### src/rtl/ram_pkg.sv
// Shared types for the simple-dual-port RAM: controller states and
// read-during-write policy encodings.
package ram_pkg;

  typedef enum logic [1:0] {
    RAM_RST   = 2'd0,
    RAM_CLEAR = 2'd1,
    RAM_RDY   = 2'd2
  } ram_state_t;

  localparam int RDW_OLD = 0;
  localparam int RDW_NEW = 1;

endpackage

### src/rtl/ram_sdp_pipe_if.sv
// Port bundle of the simple-dual-port RAM: read port, byte-enable write port
// and the ready flag. The master side is the client, the slave side the RAM.
interface ram_sdp_pipe_if #(
  parameter int DATA_W = 16,
  parameter int ADDR_W = 8
);
  logic [ADDR_W-1:0]   rd_addr;
  logic                rd_read;
  logic [DATA_W-1:0]   rd_data;
  logic                rd_valid;
  logic [ADDR_W-1:0]   wr_addr;
  logic [DATA_W-1:0]   wr_data;
  logic [DATA_W/8-1:0] wr_be;
  logic                wr_valid;
  logic                ready;

  modport master (
    output rd_addr, rd_read, wr_addr, wr_data, wr_be, wr_valid,
    input  rd_data, rd_valid, ready
  );

  modport slave (
    input  rd_addr, rd_read, wr_addr, wr_data, wr_be, wr_valid,
    output rd_data, rd_valid, ready
  );
endinterface

### src/rtl/ram_pipe_dly.sv
// N-stage valid+data delay line. Only the valid bits are reset; each data
// stage loads only when the stage before it is valid, so the tail holds.
module ram_pipe_dly #(
  parameter int W = 16,
  parameter int N = 1
) (
  input  logic         clk,
  input  logic         rst,
  input  logic         i_vld,
  input  logic [W-1:0] i_data,
  output logic         o_vld,
  output logic [W-1:0] o_data
);

  logic [N-1:0] r_vld;
  logic [W-1:0] r_data [N];

  always_ff @(posedge clk) begin
    if (rst) begin
      r_vld <= '0;
    end else begin
      r_vld[0] <= i_vld;
      for (int i = 1; i < N; i++) begin
        r_vld[i] <= r_vld[i-1];
      end
    end
  end

  always_ff @(posedge clk) begin
    if (i_vld) begin
      r_data[0] <= i_data;
    end
    for (int i = 1; i < N; i++) begin
      if (r_vld[i-1]) begin
        r_data[i] <= r_data[i-1];
      end
    end
  end

  assign o_vld  = r_vld[N-1];
  assign o_data = r_data[N-1];

endmodule

### src/rtl/ram_sdp_pipe.sv
// Single-clock simple-dual-port RAM with byte-enable writes, a fixed-latency
// read pipeline, selectable read-during-write policy and a post-reset clear.
module ram_sdp_pipe
  import ram_pkg::*;
#(
  parameter int DATA_W   = 16,
  parameter int ADDR_W   = 8,
  parameter int RD_LAT   = 6,
  parameter int RDW_MODE = 0,
  parameter int CLEAR_EN = 1
) (
  input logic           clk,
  input logic           rstp,
  ram_sdp_pipe_if.slave bus
);

  localparam int DEPTH = 2 ** ADDR_W;
  localparam int NB    = DATA_W / 8;

  if (DATA_W % 8 != 0) begin : g_chk_data_w
    $error("ram_sdp_pipe: DATA_W must be a multiple of 8");
  end
  if (RDW_MODE != RDW_OLD && RDW_MODE != RDW_NEW) begin : g_chk_rdw
    $error("ram_sdp_pipe: RDW_MODE must be 0 or 1");
  end

  function automatic logic [DATA_W-1:0] merge_bytes(
    input logic [DATA_W-1:0] old_w,
    input logic [DATA_W-1:0] new_w,
    input logic [NB-1:0]     be
  );
    logic [DATA_W-1:0] res;
    res = old_w;
    for (int b = 0; b < NB; b++) begin
      if (be[b]) begin
        res[8*b +: 8] = new_w[8*b +: 8];
      end
    end
    return res;
  endfunction

  logic [DATA_W-1:0] r_mem [DEPTH];

  ram_state_t        r_state;
  logic              r_ready;
  logic [ADDR_W-1:0] r_clr_addr;

  logic [NB-1:0]     w_we;
  logic [ADDR_W-1:0] w_waddr;
  logic [DATA_W-1:0] w_wdata;

  logic              w_rd_acc;
  logic              w_bypass;
  logic [DATA_W-1:0] w_rd_old;
  logic [DATA_W-1:0] w_rd_word;

  logic              r_vld_p0;
  logic [DATA_W-1:0] r_data_p0;
  logic              w_vld_out;
  logic [DATA_W-1:0] w_data_out;
  logic              r_out_zero;

  // Controller: ready is registered alongside the state it reflects
  always_ff @(posedge clk) begin
    if (rstp) begin
      r_state    <= RAM_RST;
      r_ready    <= 1'b0;
      r_clr_addr <= '0;
    end else begin
      case (r_state)
        RAM_RST: begin
          r_clr_addr <= '0;
          if (CLEAR_EN != 0) begin
            r_state <= RAM_CLEAR;
            r_ready <= 1'b0;
          end else begin
            r_state <= RAM_RDY;
            r_ready <= 1'b1;
          end
        end
        RAM_CLEAR: begin
          r_clr_addr <= r_clr_addr + 1'b1;
          if (&r_clr_addr) begin
            r_state <= RAM_RDY;
            r_ready <= 1'b1;
          end
        end
        RAM_RDY: begin
          r_ready <= 1'b1;
        end
        default: begin
          r_state <= RAM_RST;
          r_ready <= 1'b0;
        end
      endcase
    end
  end

  // Single write port shared by the clear sweep and client writes
  always_comb begin
    w_we    = '0;
    w_waddr = bus.wr_addr;
    w_wdata = bus.wr_data;
    if (r_state == RAM_CLEAR) begin
      w_we    = '1;
      w_waddr = r_clr_addr;
      w_wdata = '0;
    end else if (r_ready && bus.wr_valid) begin
      w_we = bus.wr_be;
    end
  end

  always_ff @(posedge clk) begin
    for (int b = 0; b < NB; b++) begin
      if (w_we[b]) begin
        r_mem[w_waddr][8*b +: 8] <= w_wdata[8*b +: 8];
      end
    end
  end

  // Read stage p0: array lookup, with write-first forwarding when selected
  assign w_rd_acc  = r_ready && bus.rd_read;
  assign w_rd_old  = r_mem[bus.rd_addr];
  assign w_bypass  = (RDW_MODE == RDW_NEW) && r_ready && bus.wr_valid &&
                     (bus.rd_addr == bus.wr_addr);
  assign w_rd_word = w_bypass ? merge_bytes(w_rd_old, bus.wr_data, bus.wr_be) : w_rd_old;

  always_ff @(posedge clk) begin
    if (rstp) begin
      r_vld_p0 <= 1'b0;
    end else begin
      r_vld_p0 <= w_rd_acc;
    end
  end

  always_ff @(posedge clk) begin
    if (w_rd_acc) begin
      r_data_p0 <= w_rd_word;
    end
  end

  // Stages p1..: remaining RD_LAT-1 cycles of read latency
  if (RD_LAT < 1) begin : g_chk_lat
    $error("ram_sdp_pipe: RD_LAT must be >= 1");
  end else if (RD_LAT == 1) begin : g_lat1
    assign w_vld_out  = r_vld_p0;
    assign w_data_out = r_data_p0;
  end else begin : g_latn
    ram_pipe_dly #(
      .W (DATA_W),
      .N (RD_LAT - 1)
    ) u_dly (
      .clk    (clk),
      .rst    (rstp),
      .i_vld  (r_vld_p0),
      .i_data (r_data_p0),
      .o_vld  (w_vld_out),
      .o_data (w_data_out)
    );
  end

  // Output: rd_data reads zero from reset until the first result emerges
  always_ff @(posedge clk) begin
    if (rstp) begin
      r_out_zero <= 1'b1;
    end else if (w_vld_out) begin
      r_out_zero <= 1'b0;
    end
  end

  assign bus.rd_valid = w_vld_out;
  assign bus.rd_data  = (r_out_zero && !w_vld_out) ? '0 : w_data_out;
  assign bus.ready    = r_ready;

endmodule

### src/flat_wrapper.sv
// flat-port wrapper written by rule: the top's interface ports become plain ports
module ram_sdp_pipe_flat import ram_pkg::*;
#(
  parameter int DATA_W   = 16,
  parameter int ADDR_W   = 8,
  parameter int RD_LAT   = 6,
  parameter int RDW_MODE = 0,
  parameter int CLEAR_EN = 1
)
  (clk, rstp, bus_rd_addr, bus_rd_read, bus_wr_addr, bus_wr_data, bus_wr_be, bus_wr_valid, bus_rd_data, bus_rd_valid, bus_ready);
  ram_sdp_pipe_if #(.DATA_W(DATA_W), .ADDR_W(ADDR_W)) bus_i ();
  input logic clk;
  input logic rstp;
  input wire logic [$bits(bus_i.rd_addr)-1:0] bus_rd_addr;
  input wire logic [$bits(bus_i.rd_read)-1:0] bus_rd_read;
  input wire logic [$bits(bus_i.wr_addr)-1:0] bus_wr_addr;
  input wire logic [$bits(bus_i.wr_data)-1:0] bus_wr_data;
  input wire logic [$bits(bus_i.wr_be)-1:0] bus_wr_be;
  input wire logic [$bits(bus_i.wr_valid)-1:0] bus_wr_valid;
  output wire logic [$bits(bus_i.rd_data)-1:0] bus_rd_data;
  output wire logic [$bits(bus_i.rd_valid)-1:0] bus_rd_valid;
  output wire logic [$bits(bus_i.ready)-1:0] bus_ready;
  assign bus_i.rd_addr = bus_rd_addr;
  assign bus_i.rd_read = bus_rd_read;
  assign bus_i.wr_addr = bus_wr_addr;
  assign bus_i.wr_data = bus_wr_data;
  assign bus_i.wr_be = bus_wr_be;
  assign bus_i.wr_valid = bus_wr_valid;
  assign bus_rd_data = bus_i.rd_data;
  assign bus_rd_valid = bus_i.rd_valid;
  assign bus_ready = bus_i.ready;
  ram_sdp_pipe #(.DATA_W(DATA_W), .ADDR_W(ADDR_W), .RD_LAT(RD_LAT), .RDW_MODE(RDW_MODE), .CLEAR_EN(CLEAR_EN)) u_core (.clk(clk), .rstp(rstp), .bus(bus_i));
endmodule
### config.mk
export PLATFORM = sky130hd
export DESIGN_NAME = ram_sdp_pipe_flat
export DESIGN_NICKNAME = d
export VERILOG_FILES = /design/src/rtl/ram_pkg.sv /design/src/rtl/ram_sdp_pipe_if.sv /design/src/rtl/ram_pipe_dly.sv /design/src/rtl/ram_sdp_pipe.sv /design/src/flat_wrapper.sv
export SDC_FILE = /design/constraint.sdc
export NUM_CORES = 2
export LEC_CHECK = 0
export CORE_MARGIN = 8
export CORE_UTILIZATION = 48
export DETAILED_ROUTE_END_ITERATION = 8
export GPL_ROUTABILITY_DRIVEN = 0
export SETUP_SLACK_MARGIN = 0.4
export SKIP_LAST_GASP = 1
export SLEW_MARGIN = 10
export SYNTH_ARGS = -nofsm -noshare
export SYNTH_HDL_FRONTEND = slang
export SYNTH_MEMORY_MAX_BITS = 65536
export SYNTH_SLANG_ARGS = --single-unit
### constraint.sdc
create_clock -name clk -period 12.7 [get_ports clk]
set_input_delay 2.54 -clock clk [delete_from_list [all_inputs] [get_ports clk]]
set_output_delay 2.54 -clock clk [all_outputs]
set_load 0.05 [all_outputs]
==> out/qor.yml <==
preCtsSetupSlack_ns: 5.34
grt_pass1_vias: 80800
worst-path-max-fanout: 57
rsz0062_at_grt: "no"
synth_edf_count: 4192
cp.required_ns: 13.36
wl_per_cell_um: 34.1
drt_iter0_drc: 9788
timing.rr.start: "u_core.r_state[1]$_SDFFE_PP0P_"
violations: "max-slew violations"
hold_buffers: 0
ir_drop_mv: 0.287
postRouteAntennaNets: 0
nFillCells: 26000
clkSlewWorstSetupHoldPaths_ns: 0.06
fin_total_pwr_w: 0.0317
async_flop_share: 0
htree_num_levels: 5
worstSkewPairLatency_ns: 1.00
p_leak_nw: 57.0
tns_ns: 0
die_y_um: 599
core_region_area_mm2: 0.339
root_buffer: "clkbuf_16"
use_met3: 0.0399
hp-start: "u_core.g_latn.u_dly.r_data[0][28]$_DFFE_PP_"
maxCapViolations: 0
synth_cell_types: 65
grt-ovfl-total: 0
ys_ff_latch: 4210
setup_viol: 0
cts_resized: 0
io_pins: 56
status: "complete, but fails checks"
syn2layout_area_growth_pct: 11.7
cp.arrival_ns: 6.96
grt_util_met1: 0.344
portBuffers: 55
hold_path_depth: 0
crit_path_start: "bus_rd_addr[1]"
die_area_mm2: 0.359
dp_hpwl_um: 267000
final_cell_mix: "edfxtp_1, mux4_2, nor2_1"
synth_fp_nets: 7935
initial_utilization: 0.481
worstSetupPathType: "primary input to flop"
powerDensity_mw_per_mm2: 174
min_to: "u_core.g_latn.u_dly.r_data[0][44]$_DFFE_PP_"
vias: 81700
track_usage: 0.241
grt_max_degree: 213
postCtsSetupBuffers: 0
tightest_slew_ns: 1.55
drive_gt1_frac: 0.198
seq_area_mm2: 0.126
cts_buffer_depth: 4
max_slew_margin: -0.0338
vias_per_cell: 6.31
timing.fmax_mhz: 159
r2r-end: "u_core.r_mem[124][5]$_DFFE_PP_"
final_max_slew_viol_count: 32
ys_seq_area_frac: 0.774
layout_min_cycle_time_ns: 6.30
layout.nets: 8087
hp-class: "flop to flop"
skew_ns: 0.0465
finalWorstSetupSlack_ns: 6.40
final_common_cell: "edfxtp_1"
dr.pass1.iters: 5
start_kind: "primary input"
yosysWarnings: 0
cts_tree: "built"
drc: 0
cts_buffers: 422
antenna_found_initial: 31
clkSinkCount: 4210
synth_ff_type: "edfxtp_1"
multi_input_area_mm2: 0.0346
die_w_um: 599
ff2ff_path_depth: 8
drt_wl_total_um: 441000
postSynthAreaPerCell_um2: 20.7
grtUsageMet2: 0.379
rows: 214
hold_viol: 0
period_share: 0.496
synth_area_mm2: 0.163
synthesis.instances: 7893
end_kind: "flop"
r2r_slack_ns: 7.86
grt_pass1_wl_um: 622000
top_usage_layer: "met2"
-- worst max-delay path by stage --
| stage | endpoint | cells after the start |
|---|---|---|
| floorplan | u_core.r_mem[0][0]$_DFFE_PP_ | 1 |
| global placement | u_core.r_data_p0[10]$_DFFE_PP_ | 9 |
| detailed placement | u_core.r_data_p0[15]$_DFFE_PP_ | 10 |
| CTS | u_core.r_data_p0[15]$_DFFE_PP_ | 10 |
| global route | u_core.r_data_p0[11]$_DFFE_PP_ | 10 |
| finish | u_core.r_data_p0[4]$_DFFE_PP_ | 9 |
-- routing by layer --
layer,part of all wire,vias to the layer above,wire length [um]
li1,-,33300,-
met1,0.41,43700,179000
met2,0.47,4006,207000
met3,0.082,754,36200
met4,0.041,16,18100
met5,0.00052,-,230
-- stage by stage --
step           cells  instance area [um2]  utilization  hold slack (ns)
3_5_place_dp   12200               169000        0.497            0.405
6_report       12900               182000        0.538            0.389
2_1_floorplan   7893               163000            -            0.400
3_3_place_gp   12200               169000        0.497            0.402
4_1_cts        12900               182000        0.537            0.383
5_1_grt        12900               182000        0.538            0.415
-- Yosys cell counts (47+ instances only) --
cell      instances  area share
mux2i_1         563       0.035
o221ai_1        171      0.0092
o21ai_0          52      0.0016
mux4_2          826        0.11
edfxtp_1       4192        0.77
nor2_1          588       0.014
clkbuf_1        232      0.0053
a21oi_1         118      0.0036
buf_4            55      0.0025
buf_6            52      0.0036
nor4_1           47      0.0018
buf_1            64      0.0015
o22ai_1         169      0.0065
nand2_1          89      0.0020
buf_2            79      0.0024
nor3_1          187      0.0057
a22oi_1          50      0.0023
-- registers in the layout, indices dropped and copies added, names as in the netlist --
signal                      cells
u_core.bus.ready                1
u_core.g_latn.u_dly.r_data     80
u_core.g_latn.u_dly.r_vld       5
u_core.r_clr_addr               8
u_core.r_data_p0               16
u_core.r_mem                 4096
u_core.r_out_zero               1
u_core.r_state                  2
u_core.r_vld_p0                 1
-- cell families after synthesis --
group,after synthesis,share of synthesized area
adders and majority gates,4,0.000307
buffers and inverters,508,0.0168
xor gates and xnor gates,5,0.000268
and+or+nand+nor,1075,0.0296
DFF,4210,0.774
AOI/OAI and AO/OA,697,0.0302
muxes,1394,0.149
-- worst max-delay path, cell delays in order --
cell and delay [ns]:
buf_8 0.43, buf_4 0.64, buf_4 0.77, mux4_2 0.43, mux2_2 0.32, o21ai_0 0.17, a21oi_1 0.13, o41ai_2 1.15
nor4_1 0.16
-- cell type report --
class / instances / share of cell area
antenna: 14 / 0.000192
timing repair buffer: 222 / 0.0113
inverter: 14 / 0.000357
tap: 4536 / 0.0311
clock inverter: 256 / 0.0138
sequential: 4210 / 0.693
multi-input combinational: 3175 / 0.190
clock buffer: 517 / 0.0606
-- power by group --
part / internal (W) / switching [W]
Clock: 0.00704 / 0.00527
Sequential: 0.0164 / 0.0000509
Combinational: 0.000576 / 0.00237
Note: power is estimated with default switching activity, not from simulation.
